--- config.mk ---
export PLATFORM = sky130hd
export DESIGN_NAME = uart_reg_responder
export DESIGN_NICKNAME = d
export VERILOG_FILES = /design/src/rtl/uart_pkg.sv /design/src/rtl/uart_reg_responder.sv
export SDC_FILE = /design/constraint.sdc
export NUM_CORES = 1
export LEC_CHECK = 0
export ABC_AREA = 1
export CAP_MARGIN = 20
export CELL_PAD_IN_SITES_DETAIL_PLACEMENT = 1
export CELL_PAD_IN_SITES_GLOBAL_PLACEMENT = 1
export CORE_ASPECT_RATIO = 2
export CORE_MARGIN = 2
export CORE_UTILIZATION = 39
export DETAILED_ROUTE_END_ITERATION = 10
export GPL_TIMING_DRIVEN = 1
export PLACE_DENSITY_LB_ADDON = 0.1
export SYNTH_ARGS = -nofsm -noshare
export SYNTH_HDL_FRONTEND = slang
export SYNTH_SLANG_ARGS = --single-unit
--- constraint.sdc ---
create_clock -name clk -period 2 [get_ports clk]
set_clock_uncertainty 0.05 [all_clocks]
set_input_delay 0.2 -clock clk [delete_from_list [all_inputs] [get_ports clk]]
set_output_delay 0.2 -clock clk [all_outputs]
set_load 0.01 [all_outputs]
--- src/rtl/uart_pkg.sv ---
// uart_pkg: command/reply bytes, responder state encoding and timeout sizing
package uart_pkg;
  localparam logic [7:0] CMD_WR  = 8'h57;
  localparam logic [7:0] CMD_RD  = 8'h52;
  localparam logic [7:0] RSP_OK  = 8'h4B;
  localparam logic [7:0] RSP_ERR = 8'h3F;
  localparam logic [2:0] ST_IDLE       = 3'd0;
  localparam logic [2:0] ST_GET_ADDR   = 3'd1;
  localparam logic [2:0] ST_GET_DATA   = 3'd2;
  localparam logic [2:0] ST_REG_ACC    = 3'd3;
  localparam logic [2:0] ST_TX_SEND    = 3'd4;
  localparam logic [2:0] ST_TX_WAIT_HI = 3'd5;
  localparam logic [2:0] ST_TX_WAIT_LO = 3'd6;
  function automatic int timeout_cycles(longint clk_freq, longint baud, longint bytes);
    return int'(bytes * 64'd10 * clk_freq / baud);
  endfunction
endpackage

--- src/rtl/uart_reg_responder.sv ---
// uart_reg_responder: decodes W/R command frames from UART bytes, drives a register bus, replies via tx
module uart_reg_responder
  import uart_pkg::*;
#(
  parameter int CLK_FREQ      = 50_000_000,
  parameter int BAUD_RATE     = 9600,
  parameter int TIMEOUT_BYTES = 4,
  parameter int ADDR_W        = 8
) (
  input  logic              clk,
  input  logic              rst,
  input  logic [7:0]        rx_data,
  input  logic              rx_done,
  input  logic              tx_busy,
  output logic              tx_start,
  output logic [7:0]        tx_data,
  output logic              reg_wr,
  output logic [ADDR_W-1:0] reg_addr,
  output logic [7:0]        reg_wdata,
  input  logic [7:0]        reg_rdata,
  output logic              frame_err,
  output logic              busy
);
  localparam int TIMEOUT = timeout_cycles(CLK_FREQ, BAUD_RATE, TIMEOUT_BYTES);
  logic [2:0]  state;
  logic [7:0]  cmd;
  logic [31:0] tcnt;
  logic [1:0]  gcnt;
  logic        waiting, expire, overrun;
  assign waiting = state == ST_GET_ADDR || state == ST_GET_DATA;
  // a byte arriving on the expiry cycle takes priority over the timeout
  assign expire  = waiting && !rx_done && tcnt == 32'(TIMEOUT - 1);
  assign overrun = rx_done && state inside {ST_REG_ACC, ST_TX_SEND, ST_TX_WAIT_HI, ST_TX_WAIT_LO};
  assign busy    = state != ST_IDLE;
  always_ff @(posedge clk) begin
    if (rst) begin
      state     <= ST_IDLE;
      cmd       <= '0;
      tcnt      <= '0;
      gcnt      <= '0;
      tx_start  <= 1'b0;
      tx_data   <= '0;
      reg_wr    <= 1'b0;
      reg_addr  <= '0;
      reg_wdata <= '0;
      frame_err <= 1'b0;
    end else begin
      tx_start  <= 1'b0;
      reg_wr    <= 1'b0;
      frame_err <= overrun;
      tcnt      <= (rx_done || !waiting) ? '0 : tcnt + 32'd1;
      if (expire) begin
        frame_err <= 1'b1;
        state     <= ST_IDLE;
      end else begin
        case (state)
          ST_IDLE: if (rx_done) begin
            if (rx_data == CMD_WR || rx_data == CMD_RD) begin
              cmd   <= rx_data;
              state <= ST_GET_ADDR;
            end else begin
              frame_err <= 1'b1;
              tx_data   <= RSP_ERR;
              state     <= ST_TX_SEND;
            end
          end
          ST_GET_ADDR: if (rx_done) begin
            reg_addr <= ADDR_W'(rx_data);
            state    <= cmd == CMD_WR ? ST_GET_DATA : ST_REG_ACC;
          end
          ST_GET_DATA: if (rx_done) begin
            reg_wdata <= rx_data;
            reg_wr    <= 1'b1;
            state     <= ST_REG_ACC;
          end
          ST_REG_ACC: begin
            tx_data <= cmd == CMD_WR ? RSP_OK : reg_rdata;
            state   <= ST_TX_SEND;
          end
          ST_TX_SEND: if (!tx_busy) begin
            tx_start <= 1'b1;
            gcnt     <= '0;
            state    <= ST_TX_WAIT_HI;
          end
          // guard: give up waiting for busy after 4 cycles so a silent transmitter cannot hang us
          ST_TX_WAIT_HI: begin
            if (tx_busy) state <= ST_TX_WAIT_LO;
            else if (gcnt == 2'd3) state <= ST_IDLE;
            else gcnt <= gcnt + 2'd1;
          end
          ST_TX_WAIT_LO: if (!tx_busy) state <= ST_IDLE;
          default: state <= ST_IDLE;
        endcase
      end
    end
  end
endmodule

Word-level counts from Yosys, hierarchy flattened
Index checks and enable logic that the tools add are counted.
{"block": "op_classes", "addsub": 2, "bitwise": 3, "n_eq_ne": 20, "reduce_logical": 23, "n_mux": 24}
{"cell": "32-bit by 1-bit adder with 32-bit output (second input constant)", "count": 1}
{"cell": "32-bit by 18-bit equality test with 1-bit output (second input constant)", "count": 1}
{"cell": "8-bit by 7-bit equality test with 1-bit output (second input constant)", "count": 3}
{"cell": "3-bit 2-to-1 mux", "count": 8}
{"cell": "8-bit 2-to-1 mux", "count": 3}
{"cell": "3-bit one-hot mux with 7 select lines", "count": 1}
{"cell": "2-bit inequality test (second input constant)", "count": 8}
{"cell": "8-bit one-hot mux with 2 select lines", "count": 1}
{"cell": "3-bit equality test (second input constant)", "count": 3}
{"cell": "4-bit AND reduction", "count": 2}
{"cell": "1-bit 2-to-1 mux", "count": 7}
{"cell": "3-bit by 2-bit equality test with 1-bit output (second input constant)", "count": 2}
{"cell": "2-bit 2-to-1 mux", "count": 3}
{"cell": "3-bit AND reduction", "count": 2}
{"cell": "6-bit AND reduction", "count": 1}
{"cell": "3-bit OR reduction", "count": 2}
{"cell": "5-bit AND reduction", "count": 1}
{"cell": "2-bit one-hot mux with 2 select lines", "count": 1}
{"cell": "2-bit nonzero test", "count": 2}
{"cell": "4-bit nonzero test", "count": 1}
{"cell": "2-bit OR reduction", "count": 2}
{"cell": "3-bit by 1-bit equality test with 1-bit output (second input constant)", "count": 1}
{"cell": "1-bit logical AND", "count": 3}
{"cell": "3-bit zero test", "count": 1}
{"cell": "other kinds (7)", "count": 12}
{"block": "word_totals", "inputBits": 20, "regBits": 72}

Longest topological paths before layout
{"block": "depth", "word_depth": 7, "ltp_mapped": 11, "ltp_nobuf": 11}

Worst setup path before layout
No wires, ideal clock.
{"block": "synth_path", "kind": "register -> register", "startpoint": "register tcnt[0]", "endpoint": "register tcnt[16]", "setup_time_ns": 0.116, "slack_ns": 0.566, "stages_incl_launch_ff": 8, "n_path_buf": 0, "arrival_ns": 1.268, "path_cell_list": "dfxtp_1 -> ha_1 -> nand3_2 -> nor2_2 -> nand2_2 -> nor2_2 -> nand2_1 -> nor3b_1"}
{"block": "synth_via", "elab_chain_cells": 1}
{"item": "start, declared", "line": "uart_reg_responder.sv:27", "source": "logic [31:0] tcnt;"}
{"item": "start signal, assigned", "line": "uart_reg_responder.sv:51", "source": "tcnt <= (rx_done || !waiting) ? '0 : tcnt + 32'd1;"}
{"item": "32-bit by 1-bit adder with 32-bit output", "line": "uart_reg_responder.sv:51"}
Every way passes these cells.
A chain may end at the register's enable or synchronous reset.

Final worst setup path
{"block": "layout_path", "startpoint": "register state[2]", "endpoint": "output busy"}
{"block": "layout_via", "elab_chain_cells": 1}
{"item": "start, declared", "line": "uart_reg_responder.sv:25", "source": "logic [2:0] state;"}
{"item": "start signal, assigned", "line": "uart_reg_responder.sv:69", "source": "state <= cmd == CMD_WR ? ST_GET_DATA : ST_REG_ACC;"}
{"item": "3-bit nonzero test", "line": "uart_reg_responder.sv:34", "source": "assign busy = state != ST_IDLE;"}
{"item": "end, declared", "line": "uart_reg_responder.sv:22", "source": "output logic busy"}
Every way passes these cells.

==> results.sh <==
export IMPL_leakagePower_nw=1.661
export IMPL_first_pass_iters=4
export IMPL_syn_to_final_growth_pct=26.31
export IMPL_io_pins=48
export IMPL_core_area_sq_um=8890
export IMPL_r2r_cells=11
export IMPL_cp_top_family="buffers and inverters"
export IMPL_post_route_drc_count=0
export IMPL_grt_busiest_layer="met2"
export IMPL_htreeDepth=3
export IMPL_cts_sinks=72
export IMPL_r2r_setup_slack_ps=270
export IMPL_avgViaCountPerCell=5.141
export IMPL_min_to="cmd[5]$_SDFFE_PP0P_"
export IMPL_numCtsBuffers=9
export IMPL_via_count=3547
export IMPL_r2r_end="tcnt[26]$_SDFF_PP0_"
export IMPL_cts_tree="built"
export IMPL_drv_slew=0
export IMPL_tns_ps=0
export IMPL_status="complete, no violations"
export IMPL_yosysWarnings=0
export IMPL_setup_viol=0
export IMPL_min_path_cells=2
export IMPL_grt_pass1_wl_um=17800
export IMPL_start_util_pct=39.75
export IMPL_grtUsageMet1_pct=20.34
export IMPL_grt_usage_pct=23.28
export IMPL_hold_path_startpoint="cmd[5]$_SDFFE_PP0P_"
export IMPL_r2r_start="tcnt[0]$_SDFF_PP0_"
export IMPL_grt_pass1_vias=3755
export IMPL_worstSetupPathType="reg -> out"
export IMPL_synth_cell_type_count=33
export IMPL_post_route_period_util_pct=94.35
export IMPL_tightest_slew_ps=437.9
export IMPL_final_cell_mix="nand2_1, nor2_1, dfxtp_1"
export IMPL_critPathMaxFanout=7
export IMPL_grt_max_degree=28
export IMPL_irDropWorstVdd_uv=658.9
export IMPL_path_cells="inv_2, nand2_2, clkdlybuf4s50_1"
export IMPL_die_w_um=71.31
export IMPL_wirelength_um=11010
export IMPL_syn_cell_area_sq_um=3533
export IMPL_place_gp_congestion=0.9513
export IMPL_cp_data_required_time_ps=1750
export IMPL_ys_ff_latch=72
export IMPL_cts_setup_buffers=0
export IMPL_portBuffers=47
export IMPL_antennaDiodeCount=0
export IMPL_cts_buffer_depth=2
export IMPL_fp_dieH_um=138.6
export IMPL_die_area_sq_um=9884
export IMPL_cts_resized=0
export IMPL_dp_hpwl_um=8806
export IMPL_startpoint_type="flop"
export IMPL_cts_hold_buf=0
export IMPL_cts_root_buffer="clkbuf_16"
export IMPL_met3_usage_pct=3.852
export IMPL_final_nets=606
export IMPL_cts_clk_slew_worst_paths_ps=60
export IMPL_routedWlPerCell_um=15.96
export IMPL_layout_commonest_cell="nand2_1"
export IMPL_p_per_area_nw_per_um2=1068
export IMPL_grt_antenna_before_repair=0
export IMPL_synthCells=524
export IMPL_hold_viol_final=0
export IMPL_rsz0062_at_grt="false"
export IMPL_yosysSeqAreaShare_pct=40.79
export IMPL_maxSlewHeadroom_pct=70.58
export IMPL_syn_area_per_cell_sq_um=6.743
export IMPL_fp_row_count=49
export IMPL_grt_overflow_total=0
export IMPL_final_antenna_net_count=0
export IMPL_crit_buf_inv=2
export IMPL_maxCapViolations=0
export IMPL_cp_end_kind="primary output"
export IMPL_final_layout_size_suffix_gt1_share_pct=8.503
export IMPL_arrival_ps=1640
export IMPL_synth_nets=547
export IMPL_hold_class="reg -> reg"
export IMPL_fin_area_sq_um=4463
export IMPL_drt_initial_drc_count=88
export IMPL_max_stage_delay_ps=560
export IMPL_clock_latency_ps=330
export IMPL_period_needed_ps=1887
export IMPL_use_met2_pct=45.76
export IMPL_placement_cell_area_sq_um=4148
export IMPL_nFillCells=1159
export IMPL_slowest_stage="clkdlybuf4s50_1"
export IMPL_max_freq_ghz=0.5299
where the power goes:
group / switching (mW) / internal [mW]
clock: 0.594 / 1.13
combinational: 0.756 / 0.551
sequential: 0.129 / 1.61
total: 1.48 / 3.29
cell type report:
cell class                 count  area [sq um]  area share [%]
clock buffer                  13         250.2           5.607
timing repair buffer          55         530.5           11.89
tap                          102         127.6           2.860
clock inverter                 3         65.06           1.458
inverter                      61         231.5           5.186
sequential                    72          1441           32.30
multi-input combinational    384          1817           40.71
cells by family (layout without fill, tap and decap cells):
kind of cell / count (synthesis) / in the layout / synth area share [%]
AO/OA/AOI/OAI: 74 / 74 / 12.18
buffers and inverters: 68 / 132 / 7.791
adder cells (fa/ha/maj): 3 / 3 / 1.062
AND/OR/NAND/NOR: 301 / 301 / 36.69
flip-flops: 72 / 72 / 40.79
XOR/XNOR: 6 / 6 / 1.487
flip-flops by register name, indices dropped and copies added (netlist names):
| register | flops |
|---|---|
| tx_data | 8 |
| frame_err | 1 |
| tcnt | 32 |
| tx_start | 1 |
| cmd | 8 |
| reg_addr | 8 |
| state | 3 |
| reg_wr | 1 |
| reg_wdata | 8 |
| gcnt | 2 |
cells in the mapped netlist:
library cell	number	area, sq um
nor2_4	1	11.26
clkbuf_1	3	11.26
inv_1	57	214.0
o21ai_0	28	140.1
nor2_1	104	390.4
nand2_4	1	11.26
o21bai_1	1	7.510
nand2_1	127	476.7
nand2_2	3	18.77
nand4_2	1	12.51
xor2_1	4	35.03
buf_6	2	22.52
inv_2	3	11.26
o21ai_2	1	8.760
o21a_1	6	45.04
nand3b_1	1	7.510
a21oi_1	28	140.1
nor3b_1	2	15.01
xnor2_1	2	17.52
nor3_1	15	75.07
a21oi_2	9	78.83
o211a_1	1	10.01
or2_0	1	6.260
nor2_2	5	31.28
nand3_1	33	165.2
nor3_4	1	16.27
ha_1	3	37.54
nor2_8	1	20.02
buf_2	2	10.01
inv_4	1	6.260
dfxtp_1	72	1441
nand3_2	2	20.02
nand4_1	3	18.77
through the flow:
stage | std cells | setup slack, ps | utilization (%) | total power, mW | hold slack, ps
4_1_cts | 690 | 88.20 | 50.20 | 4.832 | 411.7
6_report | 690 | 113.0 | 50.20 | 4.767 | 407.6
3_3_place_gp | 674 | 204.4 | 46.66 | 3.054 | 386.4
5_1_grt | 690 | 47.48 | 50.20 | 5.019 | 429.8
2_1_floorplan | 524 | 566.4 | - | 2.502 | 229.3
3_5_place_dp | 674 | 155.5 | 46.66 | 3.092 | 404.5
worst max path at each step:
stage	startpoint	endpoint	slack, ps	cells past startpoint
CTS	state[2]$_SDFFE_PP0P_	busy	90	3
floorplan	tcnt[0]$_SDFF_PP0_	tcnt[16]$_SDFF_PP0_	570	7
detailed placement	rx_data[1]	tx_data[6]$_SDFFE_PP0P_	160	9
global route	state[2]$_SDFFE_PP0P_	busy	50	3
finish	state[2]$_SDFFE_PP0P_	busy	110	3
global placement	rx_data[1]	tx_data[4]$_SDFFE_PP0P_	200	7
worst reg2reg max path: stages (launching register included):
cell and delay, ps:
dfxtp_1 410, ha_1 230, nand3_2 170, inv_1 120, nand3_1 110, inv_1 80, nand2_1 120, inv_1 130
nand2_1 70, nand2_1 70, inv_1 30, nor2_1 80
metal layers:
layer	vias to the layer above	part of all wire, %
met3	30	2.9
met4	0	5.3
li1	1771	-
met5	-	0
met1	1687	33
met2	59	59
No activity file was read; power rests on OpenSTA's default activity.
